**config.mk**
```make
export PLATFORM = sky130hd
export DESIGN_NAME = fifo_wr_arbiter
export DESIGN_NICKNAME = d
export VERILOG_FILES = /design/src/rtl/fifo_wr_arbiter.sv
export SDC_FILE = /design/constraint.sdc
export NUM_CORES = 1
export LEC_CHECK = 0
export CORE_MARGIN = 5
export CORE_UTILIZATION = 40
export DETAILED_ROUTE_END_ITERATION = 8
export PLACE_DENSITY_LB_ADDON = 0.2
export SLEW_MARGIN = 25
export SYNTH_ARGS = -nofsm -noshare
export SYNTH_HDL_FRONTEND = slang
export SYNTH_SLANG_ARGS = --single-unit
```
**constraint.sdc**
```tcl
create_clock -name clk -period 3.7 [get_ports clk]
set_input_delay 0.925 -clock clk [delete_from_list [all_inputs] [get_ports clk]]
set_output_delay 0.925 -clock clk [all_outputs]
set_load 0.01 [all_outputs]
```
**src/rtl/fifo_wr_arbiter.sv**
```systemverilog
// Round-robin write-port arbiter in front of the 8-bit sync FIFO.
// Burst-limited grants; never writes while the FIFO is full.
module fifo_wr_arbiter #(
   parameter int N_REQ     = 4,
   parameter int DATA_W    = 8,
   parameter int MAX_BURST = 4
) (
   input  logic                      clk,
   input  logic                      rst,
   input  logic [N_REQ-1:0]          req_valid,
   input  logic [N_REQ*DATA_W-1:0]   req_data,
   output logic [N_REQ-1:0]          req_ready,
   input  logic                      fifo_full,
   output logic                      fifo_wr_en,
   output logic [DATA_W-1:0]         fifo_wr_data,
   output logic                      grant_valid,
   output logic [$clog2(N_REQ)-1:0]  grant_id
);

   localparam int ID_W = $clog2(N_REQ);
   localparam int CW   = $clog2(MAX_BURST + 1);

   typedef enum logic {
      IDLE,
      GRANT
   } state_t;

   state_t          state;
   logic [ID_W-1:0] rr_ptr;
   logic [ID_W-1:0] owner;
   logic [CW-1:0]   burst_cnt;

   logic [DATA_W-1:0] data_arr [N_REQ];
   logic [N_REQ-1:0]  rot;
   logic [ID_W-1:0]   pick_off;
   logic [ID_W:0]     pick_sum;
   logic [ID_W-1:0]   pick_id;
   logic              pick_found;
   logic [ID_W-1:0]   nxt_ptr;
   logic              granted;
   logic              owner_valid;
   logic              last_beat;

   for (genvar g = 0; g < N_REQ; g++) begin : g_unpack
      assign data_arr[g] = req_data[g*DATA_W +: DATA_W];
   end

   // Rotate so bit 0 is rr_ptr; the lowest set bit is the next owner.
   always_comb begin
      rot        = N_REQ'({req_valid, req_valid} >> rr_ptr);
      pick_off   = '0;
      pick_found = 1'b0;
      for (int k = N_REQ - 1; k >= 0; k--) begin
         if (rot[k]) begin
            pick_off   = ID_W'(k);
            pick_found = 1'b1;
         end
      end
      pick_sum = {1'b0, rr_ptr} + {1'b0, pick_off};
      if (pick_sum >= (ID_W+1)'(N_REQ))
         pick_sum = pick_sum - (ID_W+1)'(N_REQ);
      pick_id = pick_sum[ID_W-1:0];
   end

   assign nxt_ptr = (owner == ID_W'(N_REQ - 1)) ? '0 : owner + 1'b1;

   assign granted     = (state == GRANT);
   assign owner_valid = req_valid[owner];
   assign last_beat   = (burst_cnt == CW'(MAX_BURST - 1));

   assign grant_valid  = granted;
   assign grant_id     = owner;
   assign fifo_wr_en   = granted && owner_valid && !fifo_full;
   assign fifo_wr_data = fifo_wr_en ? data_arr[owner] : '0;
   assign req_ready    = (granted && !fifo_full)
                       ? (N_REQ'(1) << owner) : '0;

   always_ff @(posedge clk or posedge rst) begin
      if (rst) begin
         state     <= IDLE;
         rr_ptr    <= '0;
         owner     <= '0;
         burst_cnt <= '0;
      end else begin
         unique case (state)
            IDLE: begin
               if (pick_found) begin
                  owner     <= pick_id;
                  burst_cnt <= '0;
                  state     <= GRANT;
               end
            end
            GRANT: begin
               if (fifo_wr_en) begin
                  if (last_beat) begin
                     rr_ptr <= nxt_ptr;
                     state  <= IDLE;
                  end else begin
                     burst_cnt <= burst_cnt + 1'b1;
                  end
               end else if (!owner_valid) begin
                  rr_ptr <= nxt_ptr;
                  state  <= IDLE;
               end
            end
            default: state <= IDLE;
         endcase
      end
   end

endmodule
```
==> results by group <==
Run status
  – Status: finished clean

Setup path
  – Levels on crit path: 4
  – CP endpoint kind: primary output
  – Worst setup path class: input port to primary output
  – Buf+Inv Stages, Crit Path: 2
  – Most frequent CP cell: clkdlybuf4s50_1
  – CP top delay family: buffers and inverters
  – CP max-delay cell: mux4_2
  – Crit-path max cell delay: 0.58 ns
  – Worst path cell trace: clkdlybuf4s50_1, mux4_2, and3_1, clkdlybuf4s50_1
  – R2R depth: 4
  – Worst R2R Setup Slack: 1.77 ns
  – Crit-path max FO: 10
  – Startpoint type of the worst setup path: input port
  – Critical path required time: 2.77 ns
  – Crit path DAT: 2.60 ns

Global route
  – Initial antenna violation count: 0
  – Global route total overflow: 0
  – Global-route wire length before repair: just over 4000 um
  – Total track usage: between 10% and 20%
  – Most Crowded Layer GR: met2
  – Vias in the first global route: 937
  – Largest net degree at the start of global routing: 16
  – M3 GR Usage: 4.90%
  – Met1 Use GR: 19.3%
  – GRT met2 Usage: a little over a quarter

Timing
  – Clock skew: 0.00479 ns
  – Hold Slack: 0.483 ns
  – Pins Over Slew Limit: 0
  – Final worst-path cycle share: between 90% and 100%
  – Unrepaired setup endpoints after global routing: no
  – Setup violators final: 0
  – Max frequency: 284 MHz
  – Final hold viol count: 0
  – Worst Max-Slew Pin Slew: 0.712 ns
  – Slew margin rel.: 52.5%
  – Min Clock Period, post-route: 3.52 ns
  – Setup tns final: 0 ns

Synthesis
  – Post-synthesis sequential element count: 8
  – Share of the synthesized area in the top cell type: between 20 and 25%
  – Mux cell area share after synthesis: 31.9%
  – Adder-cell share of the synthesized area: 9.47%
  – Ys Warns: 0
  – Largest family of logic cells by synthesized area: multiplexers
  – Syn Area/Cell: 9.94 sq um
  – Simple-gate area share of the yosys netlist: about 19%
  – Yosys cell types: 30
  – Post-synth top cells: inv_1 (10), mux4_2 (9), and3_1 (8), dfrtp_1 (8)
  – Syn Inst Count: 93
  – Synth Cell Area: 925 sq um
  – Syn Nets: 139
  – Leading area contributor after synthesis: mux4_2
  – Count leader, synth: inv_1
  – Xor/xnor share of the synthesized area: 0%
  – Main flop type after synthesis: dfrtp_1
  – Register area share after synthesis: about 22%
  – Synth async-reset ratio: 100%
  – Dominant cells by area after synthesis: mux4_2 (22%), dfrtp_1 (22%), ha_1 (9.5%)
  – Compound-gate portion of the synthesized area: 9.20%
  – Post-synth EDFFs: 0

Clock tree
  – Clock sink count: 8
  – H-tree depth: 1
  – Cts bufs inserted: 3
  – Clock tree from TritonCTS: built
  – Clk pin slew, worst setup/hold paths: about 0.05 ns
  – Hold Buf Count CTS: 0
  – CTS root buf: clkbuf_4
  – Post-cts sizing count: 0
  – Clk buf depth: 2
  – Number of setup buffers added after CTS: 0
  – Clk_lat worst skew: 0.24 ns

Final layout
  – Non-Filler Instances: about 180
  – Layout cells sized above 1: 16.0%
  – # diodes: 0
  – Net count, final: just under 200
  – Area growth, synth to finish: 64.4%

Detailed routing
  – Iter 0 DRT Violations: 14
  – DRC violations left: 0
  – Drt wl/cell: about 15 um
  – Initial DRT Pass Iterations: 4
  – Drt via density: 5.13
  – DR vias: 913
  – Total Wirelength: about 2600 um
  – Final ANT Viol Nets: 0

Die
  – Row count: 17
  – Initial core utilization: about two fifths
  – Die Y: 58.1 um
  – Core ar.: 2210 sq um
  – Chip Width: just under 60 um
  – DIE AREA: 3370 sq um
  – Top Ports: 55

Placement
  – DP Cell Count: roughly 180
  – Detail Placement HPWL: 2150 um
  – GPL Wtd Cong: 0.808
  – Buffers on Ports: between 50 and 60

Pwr
  – VDD IR max: 576 uV
  – PwrDens: 532 nW/um^2
  – Leak: 0.000665 uW
  – Power, Total: 809 uW

Run
  – Number of max-cap violations: 0

Min path
  – Hold depth: 1
  – Worst Hold Class: register to register
## stage by stage
step | setup slack (ns) | instance area, sq um | utilization (%)
after floorplan | 1.02 | 925 | -
after global placement | 0.178 | 1500 | 67.7
after detailed placement | 0.164 | 1500 | 67.7
after CTS | 0.164 | 1520 | 68.7
after global routing | 0.106 | 1520 | 68.7
final | 0.175 | 1520 | 68.7
## worst register-to-register path: stages (launching register included)
cell	delay [ns]
dfrtp_1	0.80
mux4_2	0.46
nand2_1	0.09
nor2_1	0.27
mux2i_1	0.24
## logic make-up (layout without fill, tap and decap cells)
logic type	count (synthesis)	after routing
simple gates	32	32
mux	17	17
buf+inv	16	73
compound gates	13	13
flops	8	8
fa+ha+maj	7	7
## report_power, final
group          internal [uW]  switching (uW)
combinational            333             217
clock                   36.8            25.4
sequential               126            70.4
total                    496             313
## per-layer routing
layer	vias to the layer above	routed length [um]
met2	46	1110
met1	408	1210
met3	4	284
met5	-	0
met4	0	14
li1	455	-
## flip-flops by register name, summed over array words and instances (netlist names)
register,flops
burst_cnt,3
grant_id,2
grant_valid,1
rr_ptr,2
## placed cells by master (no fill, tap or decap), drive strengths merged, types with 2 or more instances in the layout
cell / n
mux2: 4
clkdlybuf4s50: 54
nor4: 2
dfrtp: 8
ha: 7
buf: 6
and3: 8
mux2i: 4
a21oi: 4
o21ai: 4
and2: 4
mux4: 9
inv: 10
nor2: 5
clkbuf: 3
a21o: 2
nand2: 8
## final timing paths
kind | from | to
max | req_valid[3] | fifo_wr_data[5]
min | burst_cnt[0]$_DFFE_PP0P_ | burst_cnt[0]$_DFFE_PP0P_
max reg2reg | grant_id[0]$_DFFE_PP0P_ | burst_cnt[1]$_DFFE_PP0P_
min reg2reg | burst_cnt[0]$_DFFE_PP0P_ | burst_cnt[0]$_DFFE_PP0P_
max in group asynchronous | rst | burst_cnt[1]$_DFFE_PP0P_
min in group asynchronous | rst | grant_valid$_DFF_PP0_
## area by class of cell
class                      instances  area, sq um
timing repair buffer              60          586
sequential                         8          200
fill                             184          692
multi-input combinational         69          639
inverter                          10         37.5
clock buffer                       3         22.5
tap                               28         35.0
Note: power is estimated with default switching activity, not from simulation.
